==> config.mk <==
export PLATFORM = sky130hd
export DESIGN_NAME = ce_gen_frac
export DESIGN_NICKNAME = d
export VERILOG_FILES = /design/src/rtl/ce_gen_frac.sv
export SDC_FILE = /design/constraint.sdc
export NUM_CORES = 1
export LEC_CHECK = 0
export CAP_MARGIN = 40
export CORE_MARGIN = 2
export CORE_UTILIZATION = 35
export CTS_CLUSTER_SIZE = 10
export DETAILED_ROUTE_END_ITERATION = 10
export DONT_BUFFER_PORTS = 1
export HOLD_SLACK_MARGIN = 0.02
export PLACE_DENSITY = 0.6
export SETUP_SLACK_MARGIN = 0.15
export SYNTH_ARGS = -nofsm -noshare
export SYNTH_HDL_FRONTEND = slang
export SYNTH_SLANG_ARGS = --single-unit
==> constraint.sdc <==
create_clock -name clk_sys -period 6.7 [get_ports clk_sys]
set_clock_uncertainty 0.2 [all_clocks]
set_input_delay 1.34 -clock clk_sys [delete_from_list [all_inputs] [get_ports clk_sys]]
set_output_delay 1.34 -clock clk_sys [all_outputs]
set_load 0.05 [all_outputs]
==> src/rtl/ce_gen_frac.sv <==
// Multi-channel fractional clock-enable generator on clk_sys.
// Each channel emits single-cycle ce pulses at num/den of the clock rate via a phase accumulator.
module ce_gen_frac #(
  parameter int CHANNELS = 4,
  parameter int ACC_W    = 24,
  parameter logic [CHANNELS*ACC_W-1:0] INIT_NUM = {24'd1, 24'd1, 24'd192, 24'd1},
  parameter logic [CHANNELS*ACC_W-1:0] INIT_DEN = {24'd1, 24'd50, 24'd62500, 24'd6},
  localparam int CH_W = (CHANNELS > 1) ? $clog2(CHANNELS) : 1
) (
  input  logic                clk_sys,
  input  logic                reset,
  input  logic [CHANNELS-1:0] en,
  input  logic                align,
  input  logic                cfg_wr,
  input  logic [CH_W-1:0]     cfg_ch,
  input  logic [ACC_W-1:0]    cfg_num,
  input  logic [ACC_W-1:0]    cfg_den,
  output logic [CHANNELS-1:0] ce,
  output logic [ACC_W-1:0]    cfg_rd_num,
  output logic [ACC_W-1:0]    cfg_rd_den
);

  logic [ACC_W-1:0]    num_r [CHANNELS];
  logic [ACC_W-1:0]    den_r [CHANNELS];
  logic [ACC_W-1:0]    acc   [CHANNELS];
  logic [CHANNELS-1:0] ce_r;
  logic [ACC_W:0]      nxt   [CHANNELS];
  logic                cfg_in_range;

  // Returns {fire, next_acc}. Invalid ratios (den 0 or num > den) collapse to 1/1.
  function automatic logic [ACC_W:0] acc_step(input logic [ACC_W-1:0] a,
                                              input logic [ACC_W-1:0] n,
                                              input logic [ACC_W-1:0] d);
    logic [ACC_W-1:0] n_eff;
    logic [ACC_W-1:0] d_eff;
    logic [ACC_W:0]   sum;
    logic [ACC_W:0]   diff;
    if (d == '0 || n > d) begin
      n_eff = ACC_W'(1);
      d_eff = ACC_W'(1);
    end else begin
      n_eff = n;
      d_eff = d;
    end
    sum  = {1'b0, a} + {1'b0, n_eff};
    diff = sum - {1'b0, d_eff};
    if (sum >= {1'b0, d_eff}) acc_step = {1'b1, diff[ACC_W-1:0]};
    else                      acc_step = {1'b0, sum[ACC_W-1:0]};
  endfunction

  assign cfg_in_range = (32'(cfg_ch) < CHANNELS);

  always_comb begin
    for (int i = 0; i < CHANNELS; i++) begin
      nxt[i] = acc_step(acc[i], num_r[i], den_r[i]);
    end
  end

  // Stage p0: accumulator, ratio registers and registered ce
  always_ff @(posedge clk_sys) begin
    if (reset) begin
      for (int i = 0; i < CHANNELS; i++) begin
        num_r[i] <= INIT_NUM[i*ACC_W +: ACC_W];
        den_r[i] <= INIT_DEN[i*ACC_W +: ACC_W];
        acc[i]   <= '0;
      end
      ce_r <= '0;
    end else if (align) begin
      for (int i = 0; i < CHANNELS; i++) begin
        acc[i] <= '0;
      end
      ce_r <= '0;
    end else begin
      for (int i = 0; i < CHANNELS; i++) begin
        if (cfg_wr && cfg_in_range && cfg_ch == CH_W'(i)) begin
          num_r[i] <= cfg_num;
          den_r[i] <= cfg_den;
          acc[i]   <= '0;
          ce_r[i]  <= 1'b0;
        end else if (en[i]) begin
          acc[i]   <= nxt[i][ACC_W-1:0];
          ce_r[i]  <= nxt[i][ACC_W];
        end else begin
          ce_r[i]  <= 1'b0;
        end
      end
    end
  end

  assign ce = ce_r;

  always_comb begin
    cfg_rd_num = '0;
    cfg_rd_den = '0;
    if (cfg_in_range) begin
      cfg_rd_num = num_r[cfg_ch];
      cfg_rd_den = den_r[cfg_ch];
    end
  end

endmodule
; ---- After elaboration in Yosys (flattened, before gate mapping)
; Memories as Yosys holds them, arrays and structs flattened.
; Cells that the tools add are included.
[word_totals]
register_bits = 4
latchBits = 0
ram_bits = 288
romBits = 0
in_bits = 58
out_inout_bits = 52
wordCells = 140
memories = 3
[memory_table]
columns = name, depth, width, rd, rd_clocked_by_memory_dff, wr, line_no
row1 = acc, 4, 24, 4, 0, 4, 25  ; logic [ACC_W-1:0] acc [CHANNELS];
row2 = den_r, 4, 24, 5, 0, 4, 24  ; logic [ACC_W-1:0] den_r [CHANNELS];
row3 = num_r, 4, 24, 5, 0, 4, 23  ; logic [ACC_W-1:0] num_r [CHANNELS];
[classes]
n_addsub = 8
mul = 0
div_mod_pow = 0
n_lt_le_gt_ge = 8
n_eq_ne = 3
shifts = 0
n_mux = 73
n_bitwise = 24
reduce_logical = 17
[op_table]
columns = op, count
row1 = 2-to-1 mux 24 bit, 28
row2 = adder 24 x 24 -> 25 bit, 4
row3 = >= comparator 25 x 24 -> 1 bit, 4
row4 = 2-to-1 mux 25 bit, 4
row5 = greater-than comparator 24 bit, 4
row6 = zero test 24 bit, 4
row7 = subtractor 24 bit, 4
row8 = 2-to-1 mux 1 bit, 41
row9 = OR 1 bit, 20
row10 = OR reduction 4 bit, 4
row11 = == test 2 bit (second input constant), 2
row12 = logical AND 1 bit, 4
row13 = logical OR 1 bit, 4
row14 = inverter 1 bit, 4
row15 = == test 2 x 1 -> 1 bit (second input constant), 1
row16 = zero test 2 bit, 1

; ---- Depth between registers and ports, before layout
[depth]
depth_word = 8
depth_mapped = 36
ltp_nobuf = 32

; ---- Least setup slack after synthesis
; No wires, ideal clock.
[synth_timing]
kind = reg2reg
startpoint = memory den_r[0][9]
endpoint = memory acc[0][23]
setup_ns = 0.130
t_arrival_ns = 6.934
t_required_ns = 6.370
slack_ns = -0.564
path_stages_with_launch = 33
n_path_buf = 2
period_less_slack_ns = 7.264
cell_sequence = edfxtp_1 inv_1 ha_1 a21o_1 a21o_1 a21o_1 a21o_1 a21o_1 a21o_1 a2111o_1 a21oi_1 clkbuf_1 and2_1 ha_1 a211o_1 a2111o_1 a41oi_2 o21ai_2 a221o_2 a41oi_2 nand2b_1 a21oi_1 xnor2_1 ha_1 and3_1 and3_1 nand3_1 nand3_1 a221oi_4 nand2_4 buf_2 a32oi_1 o21ai_0
[synth_rtl]
columns = item, line_no
row1 = start: declaration, 24
row2 = end: declaration, 25

==> results.cfg <==
[timing]
tns_ns = -3.68
hold_ws_ns = 0.272
period_needed_ns = 6.84
relSlewSlack = 0.460
rsz0062_at_grt = true
worstMarginPinSlew_ns = 0.804
hold_viol_final = 0
worst_slack_ns = -0.142
maxSlewViolCount = 0
setup_viol = 48
fin_crit_sh = 1.02
max_freq_mhz = 146

[floorplanning]
dieArea_sq_um = 77600
io_pins = 110
rows = 100
die_h_microns = 279
core_sq_um = 74600
die_w_microns = 279
initial_core_util = 0.354

[logic_synthesis]
syn_inst = 2876
ys_top_cells_by_count = ha_1 (288), edfxtp_1 (264), nand2_1 (256)
yosysWarningCount = 0
yosysTopAreaCell = edfxtp_1
synth.cell_area_sq_um = 26400
yosysSeqAreaShare = 0.322
syn-num-nets = 3230
ys_types = 88
avgSynthCellArea_sq_um = 9.18
synth_edf_count = 264
ys_ff_latch = 292
ys.flop_type = edfxtp_1
async_flop_share = 0
synth_top_area_share = 0.300
synthTopCellsByArea = edfxtp_1 (30%), ha_1 (14%), and2_1 (5.6%), mux4_2 (4.1%), a21o_1 (3.8%)
yosysMostFrequentCell = ha_1

[detailed_routing]
vias = 25454
wl_per_cell_microns = 22.8
vias_per_cell = 5.64
firstDrtPassIters = 7
drtAntennaViolNets = 0
wl_mm = 103
drc = 0
drt_iter0_drc = 2348

[power_and_ir_drop]
leakage_nw = 16.0
ir_drop_mv = 0.230
total_power_mw = 13.3
powerDensity_nw_per_um2 = 370

[critical_path]
crit_buf_inv = 5
critPathMaxStageDelay_ns = 0.45
worst_setup_path_start_kind = flop
cp_top_family = compound AO/OA/AOI/OAI gates
crit_arrival_ns = 7.13
critPathMaxFanout = 8
crit_top_cell = a21o_1
crit_slowest_cell = a2111o_1
cp-end-kind = flop
crit_type = flop to flop
crit_required_ns = 6.99

[clock_network]
cts_tree = built
hold_buffers = 0
path_clk_slew_ns = 0.06
clk-insertion-delay-late_ns = 0.60
clock-sinks = 292
root_buffer = clkbuf_16
cts_buffer_depth = 3
numCtsBuffers = 39
cts_max_level = 2

[status]
violations = negative setup slack
status = finished, violations left

[placement]
io_buffers = 0
gp_congestion = 0.983
place_hpwl_mm = 80.8

[global_routing]
grt_max_degree = 58
use_met1 = 0.347
grt_pass1_wl_mm = 151
grt-ovfl-total = 0
antenna_found_initial = 11
grtUsageMet2 = 0.399
grt_pass1_vias = 24252
top_usage_layer = met2
use_met3 = 0.0693
globalRouteTotalUtil = 0.258

[final_layout]
nets = 3870
fin_util = 0.482
fillers = 7021
layout-drive-gt1-share = 0.327
area_delta_synth_final_pct = 36.2

[flow_run]
cap_viol_max_count = 0

[hold_path]
hp-class = flop to flop
==> cells in the final DEF (no fill, tap or decap), types with 30 or more instances in the layout <==
cell / synthesis / final
nor4_1: 32 / 30
nor2_1: 141 / 126
clkbuf_16: 0 / 42
a21oi_1: 198 / 123
o21a_1: 47 / 47
buf_4: 2 / 634
edfxtp_1: 264 / 264
nand3_1: 102 / 91
nand2b_1: 45 / 43
o21ai_0: 116 / 77
a21o_1: 135 / 132
inv_1: 167 / 158
ha_1: 288 / 267
nand4_1: 63 / 63
o211ai_1: 47 / 47
buf_6: 0 / 43
mux4_2: 48 / 48
a21oi_2: 2 / 71
and2_1: 237 / 230
nor3_1: 44 / 33
nand2_1: 256 / 201
xnor2_1: 109 / 101
==> report_power, final <==
group | switching (mW) | internal [mW] | leakage [nW] | total (mW)
registers | 0.136 | 2.20 | 2.93 | 2.34
clock network | 0.884 | 1.09 | 0.562 | 1.97
logic | 4.61 | 4.39 | 12.5 | 9.00
total | 5.63 | 7.68 | 16.0 | 13.3
==> tightest hold or removal path, stage by stage (launching register included) <==
cell     delay [ns]
dfxtp_1        0.32
nand2_1        0.05
o21ai_1        0.05
==> cell type report <==
| class | count | area [sq um] | area share |
|---|---|---|---|
| Antenna cell | 10 | 25.0 | 0.000696 |
| Clock buffer | 46 | 1020 | 0.0285 |
| Clock inverter | 16 | 120 | 0.00334 |
| Inverter | 167 | 629 | 0.0175 |
| Multi-Input combinational cell | 2313 | 18700 | 0.519 |
| Sequential cell | 292 | 8490 | 0.236 |
| Tap cell | 969 | 1210 | 0.0337 |
| Timing Repair Buffer | 703 | 5780 | 0.161 |
==> state kept, by name, summed over array words and instances (netlist names) <==
| signal | flops |
|---|---|
| den_r | 96 |
| num_r | 96 |
| ce | 4 |
| acc | 96 |
==> timing repair <==
action,CTS,global route
resized for setup,203,257
gates cloned,8,2
buffers inserted,48,46
endpoints found under the setup margin,100,100
pin swaps,130,165
==> stage by stage <==
step	worst slack, ns	cell area [sq um]	cells
2_1_floorplan	0.0682	26600	2876
3_3_place_gp	-0.294	32000	4337
3_5_place_dp	-0.329	32000	4340
4_1_cts	-0.201	34400	4458
5_1_grt	-0.453	35900	4507
6_report	-0.142	35900	4516
==> kinds of logic (layout without fill, tap and decap cells) <==
group,count (synthesis),in the layout,synth area share
other cells,0,10,0
mux,72,72,0.0501
compound gates,773,773,0.197
simple gates,1033,1033,0.203
buf+inv,271,932,0.0393
xor+xnor,139,139,0.0461
flops,292,292,0.322
fa+ha+maj,296,296,0.143
==> layer usage <==
metal  routed length (microns)  share of wire
met1                     42500           0.41
met2                     45600           0.44
met3                     11400           0.11
met4                      3470          0.034
met5                        39        0.00038
==> path summary, 6_finish.rpt <==
check | slack (ns) | endpoint | cells past startpoint | startpoint
worst max-delay path | -0.14 | acc[0][7]$_SDFFE_PP0P_ | 32 | den_r[0][9]$_SDFFCE_PN0P_
worst min-delay path | 0.27 | acc[0][19]$_SDFFE_PP0P_ | 2 | acc[0][19]$_SDFFE_PP0P_
worst max register to register | -0.14 | acc[0][7]$_SDFFE_PP0P_ | 32 | den_r[0][9]$_SDFFCE_PN0P_
worst min register to register | 0.27 | acc[0][19]$_SDFFE_PP0P_ | 2 | acc[0][19]$_SDFFE_PP0P_
No activity file was read; power rests on OpenSTA's default activity.
